===== config.mk =====
export PLATFORM = sky130hd
export DESIGN_NAME = dma_regs
export DESIGN_NICKNAME = d
export VERILOG_FILES = /design/src/rtl/dma_regs.sv
export SDC_FILE = /design/constraint.sdc
export NUM_CORES = 1
export LEC_CHECK = 0
export ABC_AREA = 1
export CAP_MARGIN = 20
export CORE_MARGIN = 2
export CORE_UTILIZATION = 40
export CTS_CLUSTER_DIAMETER = 150
export DETAILED_ROUTE_END_ITERATION = 7
export PLACE_DENSITY = 0.9
export SYNTH_ARGS = -nofsm -noshare
export SYNTH_HDL_FRONTEND = slang
export SYNTH_SLANG_ARGS = --single-unit
export TNS_END_PERCENT = 5

===== constraint.sdc =====
create_clock -name clk -period 2.7 [get_ports clk]
set_input_delay 0.81 -clock clk [delete_from_list [all_inputs] [get_ports clk]]
set_output_delay 0.81 -clock clk [all_outputs]
set_load 0.01 [all_outputs]

===== src/rtl/dma_regs.sv =====
// CPU-facing DMA register bank: operand/control registers, start handshake to the engine,
// CPU halt while a transfer runs and system bus hand-over to the engine.
module dma_regs (
   input  logic        clk,
   input  logic        reset_n,
   input  logic        reg_cs,
   input  logic        reg_we,
   input  logic [2:0]  reg_addr,
   input  logic [7:0]  reg_din,
   output logic [7:0]  reg_dout,
   input  logic [15:0] cpu_addr,
   input  logic [7:0]  cpu_dout,
   input  logic        cpu_write,
   output logic        cpu_rdy,
   output logic [7:0]  ctrl,
   output logic [15:0] src_addr,
   output logic [15:0] dst_addr,
   output logic [7:0]  length,
   input  logic        dma_busy,
   input  logic [15:0] dma_addr,
   input  logic [7:0]  dma_dout,
   input  logic        dma_write,
   output logic [15:0] bus_addr,
   output logic [7:0]  bus_dout,
   output logic        bus_write
);

   typedef enum logic [1:0] {
      StIdle   = 2'd0,
      StArm    = 2'd1,
      StRun    = 2'd2,
      StFinish = 2'd3
   } state_e;

   state_e     state_q, state_d;
   logic [7:0] src_lo_q, src_hi_q, dst_lo_q, dst_hi_q, len_q, ctrl_q;
   logic       clr_start;
   logic       idle;
   logic       wr_en;

   assign idle  = (state_q == StIdle);
   assign wr_en = reg_cs & reg_we;

   always_comb begin
      state_d   = state_q;
      clr_start = 1'b0;
      unique case (state_q)
         StIdle: begin
            if (dma_busy) begin
               state_d = StRun;
            end else if (wr_en && (reg_addr == 3'd5) && reg_din[7]) begin
               state_d = StArm;
            end
         end
         StArm: begin
            if (dma_busy) begin
               state_d   = StRun;
               clr_start = 1'b1;
            end
         end
         StRun: begin
            if (!dma_busy) begin
               state_d = StFinish;
            end
         end
         StFinish: state_d = StIdle;
         default:  state_d = StIdle;
      endcase
   end

   always_ff @(posedge clk or negedge reset_n) begin
      if (!reset_n) begin
         state_q  <= StIdle;
         src_lo_q <= 8'h00;
         src_hi_q <= 8'h00;
         dst_lo_q <= 8'h00;
         dst_hi_q <= 8'h00;
         len_q    <= 8'h00;
         ctrl_q   <= 8'h00;
      end else begin
         state_q <= state_d;
         if (idle && wr_en) begin
            case (reg_addr)
               3'd0: src_lo_q <= reg_din;
               3'd1: src_hi_q <= reg_din;
               3'd2: dst_lo_q <= reg_din;
               3'd3: dst_hi_q <= reg_din;
               3'd4: len_q    <= reg_din;
               // An engine already busy takes us straight to RUN, so never leave start stuck high
               3'd5: ctrl_q   <= {reg_din[7] & ~dma_busy, reg_din[6:0]};
               default: ;
            endcase
         end
         if (clr_start) begin
            ctrl_q[7] <= 1'b0;
         end
      end
   end

   always_comb begin
      reg_dout = 8'h00;
      if (reg_cs && !reg_we) begin
         case (reg_addr)
            3'd0:    reg_dout = src_lo_q;
            3'd1:    reg_dout = src_hi_q;
            3'd2:    reg_dout = dst_lo_q;
            3'd3:    reg_dout = dst_hi_q;
            3'd4:    reg_dout = len_q;
            3'd5:    reg_dout = {~idle, ctrl_q[6:0]};
            default: reg_dout = 8'h00;
         endcase
      end
   end

   assign cpu_rdy  = idle;
   assign ctrl     = ctrl_q;
   assign src_addr = {src_hi_q, src_lo_q};
   assign dst_addr = {dst_hi_q, dst_lo_q};
   assign length   = len_q;

   always_comb begin
      if (state_q == StRun) begin
         bus_addr  = dma_addr;
         bus_dout  = dma_dout;
         bus_write = dma_write;
      end else begin
         bus_addr  = cpu_addr;
         bus_dout  = cpu_dout;
         bus_write = cpu_write;
      end
   end

endmodule


==> results_dict.tcl <==
set metrics [dict create \
    synth_xor_area_share_pct 0 \
    pwr-share-comb_pct 56.4 \
    yosysWarnings 0 \
    p_switching_mw 1.81 \
    initial_core_util_pct 40.6 \
    critPathArrivalTime_ns 1.92 \
    die_h_um 89.1 \
    clockRootBuffer "clkbuf_8" \
    fmax_mhz 367 \
    yosys_register_bits 50 \
    synth_compound_area_share_pct 12.9 \
    r2r_cells 7 \
    hold_violations 0 \
    synthAdderAreaFrac_pct 1.30 \
    vdd.ir_drop.worst_v 0.000442 \
    clkSlewWorstSetupHoldPaths_ns 0.09 \
    syn_area_mm2 0.00289 \
    worstHoldPathType "input port to asynchronous set/reset pin" \
    core_mm2 0.00714 \
    post-route-period-util_pct 101 \
    synth.net_count 455 \
    routed_wl_um 11600 \
    io_buffers 147 \
    drt_pass1_iterations 5 \
    worst-setup-path-type "input port to primary output" \
    power_mw 4.40 \
    clock_skew_ns 0.00607 \
    fill_cells 547 \
    avgSynthCellArea_um2 7.50 \
    synth_seq_area_share_pct 43.2 \
    power_density_mw_per_mm2 896 \
    grt_pass1_wl_um 17000 \
    grt_pass1_vias 3539 \
    cp.required_ns 1.89 \
    synth_cell_types 26 \
    dr_total_vias 3622 \
    report.final.slew_viol_count 0 \
    crit_path_end_kind "primary output" \
    antenna_found_initial 0 \
    setup_ws_ns -0.0281 \
    post_dp_cell_area_mm2 0.00461 \
    grt_usage_pct 28.4 \
    grt_max_degree 27 \
    grt_overflow_total 0 \
    drc 0 \
    clk_latency_ns 0.31 \
    gp_congestion 0.976 \
    via_per_inst 5.52 \
    leakage_nw 2.38 \
    worst_setup_path_start_kind "input port" \
    wl_per_cell_um 17.7 \
    ctsHoldBuffers 0 \
    switching_share_pct 41.1 \
    cts_buffers 5 \
    sequentialPowerShare_pct 33.3 \
    die_x_um 89.1 \
    clockBufferDepth 2 \
    num-nets-final 626 \
    rsz0062_at_grt "yes" \
    postSynthCellCount 386 \
    htree_levels 2 \
    synth_mux_area_share_pct 0 \
    internal_power_mw 2.59 \
    design_area_mm2 0.00491 \
    areaGrowthSynthToFinish_pct 69.7 \
    clock_sinks 50 \
    path_max_fanout 7 \
    dp_hpwl_um 7930 \
    die-area_mm2 0.00793 \
    status "complete, but fails checks" \
    drt_iter0_drc 374 \
    synth_top_family_by_area "simple AND/OR/NAND/NOR gates" \
    clkPwrFrac_pct 10.4 \
    cts_tree "built" \
    synth_simple_gate_area_share_pct 33.3 \
    min_period_ns 2.73 \
    rows 31 \
    drive_above_1_share_pct 16.4 \
    pin_count 148 \
    timing.max_cap.violations 0 \
    finalSetupViolCount 1 \
    ant_nets 0 \
    tightest_slew_ns 0.748 \
    max_slew_margin_pct 50.1 \
    violations "negative setup slack" \
]
## sequential cells by signal, indices dropped and copies added, names as in the netlist
signal and cells:
state_q 2, src_hi_q 8, dst_hi_q 8, length 8
ctrl 8, dst_lo_q 8, src_lo_q 8
## worst paths after layout
path                        startpoint  slack [ns]     endpoint
max in group asynchronous      reset_n        1.66  src_lo_q[1]
min                            reset_n        0.49  dst_hi_q[3]
max reg2reg                 state_q[0]        0.74  dst_lo_q[2]
min reg2reg                dst_lo_q[7]        0.53  dst_lo_q[7]
min in group clk           dst_lo_q[7]        0.53  dst_lo_q[7]
max                        reg_addr[0]       -0.03  reg_dout[4]
## power by group through the flow
| stage | clock network [mW] | registers, mW | logic, mW |
|---|---|---|---|
| 2_1_floorplan | 0 | 1.52 | 0.858 |
| 3_3_place_gp | 0 | 1.44 | 2.39 |
| 3_5_place_dp | 0 | 1.44 | 2.46 |
| 4_1_cts | 0.443 | 1.44 | 2.40 |
| 6_report | 0.457 | 1.46 | 2.48 |
| 5_1_grt | 0.480 | 1.49 | 2.69 |
## synthesized netlist by cell type (all sizes together)
cell,count,area (µm²)
o21ai,52,290
clkinv,1,3.75
o21bai,1,7.51
a21oi,15,75.1
or2,1,6.26
inv,30,115
nand4,23,159
clkbuf,5,18.8
nand2,144,548
nor2,20,98.8
ha,3,37.5
buf,17,130
dfrtp,50,1250
nand3,24,153
## cell type report
cell class / count / area, µm² / area share [%]
tap: 99 / 124 / 2.52
inverter: 31 / 125 / 2.55
antenna: 1 / 2.50 / 0.0509
clock buffer: 6 / 82.6 / 1.68
timing repair buffer: 184 / 1900 / 38.6
multi-input combinational: 285 / 1430 / 29.1
sequential: 50 / 1250 / 25.5
## stage by stage
| step | hold slack, ns | setup WS (ns) | cells | utilization (%) | TNS (ns) |
|---|---|---|---|---|---|
| after floorplan | 0.470 | 0.187 | 386 | - | 0 |
| after global placement | 0.484 | -0.754 | 633 | 64.6 | -6.76 |
| after detailed placement | 0.504 | -0.782 | 633 | 64.6 | -6.97 |
| after CTS | 0.512 | -0.0418 | 651 | 67.4 | -0.129 |
| after global routing | 0.542 | -0.0834 | 655 | 68.8 | -0.164 |
| final | 0.490 | -0.0281 | 656 | 68.8 | -0.0281 |
## layout by cell type, fill, tap and decap left out, types with 17 or more instances in the layout
| master | n |
|---|---|
| dlygate4sd2_1 | 22 |
| nor2_1 | 18 |
| buf_4 | 21 |
| clkdlybuf4s50_1 | 110 |
| nand4_1 | 22 |
| nand2_1 | 139 |
| dfrtp_1 | 50 |
| o21ai_0 | 37 |
| inv_1 | 25 |
| nand3_1 | 17 |
## critical path, cell delays in order
cell     delay [ns]
buf_4          0.13
buf_12         0.14
nor2_4         0.18
buf_6          0.13
nand3_1        0.07
nand2_1        0.09
nor2_1         0.06
a21oi_2        0.14
buf_2          0.16
## repair_timing
action,4_1_cts,5_1_grt
endpoints found under the setup margin,33,11
pin swaps,6,4
buffers inserted,8,2
gates cloned,4,2
resized for setup,76,14
## kinds of logic (layout without fill, tap and decap cells)
| kind of cell | after synthesis | count (layout) |
|---|---|---|
| simple gates | 212 | 214 |
| buf+inv | 53 | 221 |
| other cells | 0 | 1 |
| fa+ha+maj | 3 | 3 |
| flops | 50 | 50 |
| compound gates | 68 | 68 |
## metal layers
layer  wire length (µm)  vias up  track usage [%]
met5                  0        -                0
met4                580        0             16.8
met3               1180       60             7.39
met2               6030      282             51.2
met1               3850     1673             29.7
li1                   -     1607                -
Note: power is estimated with default switching activity, not from simulation.
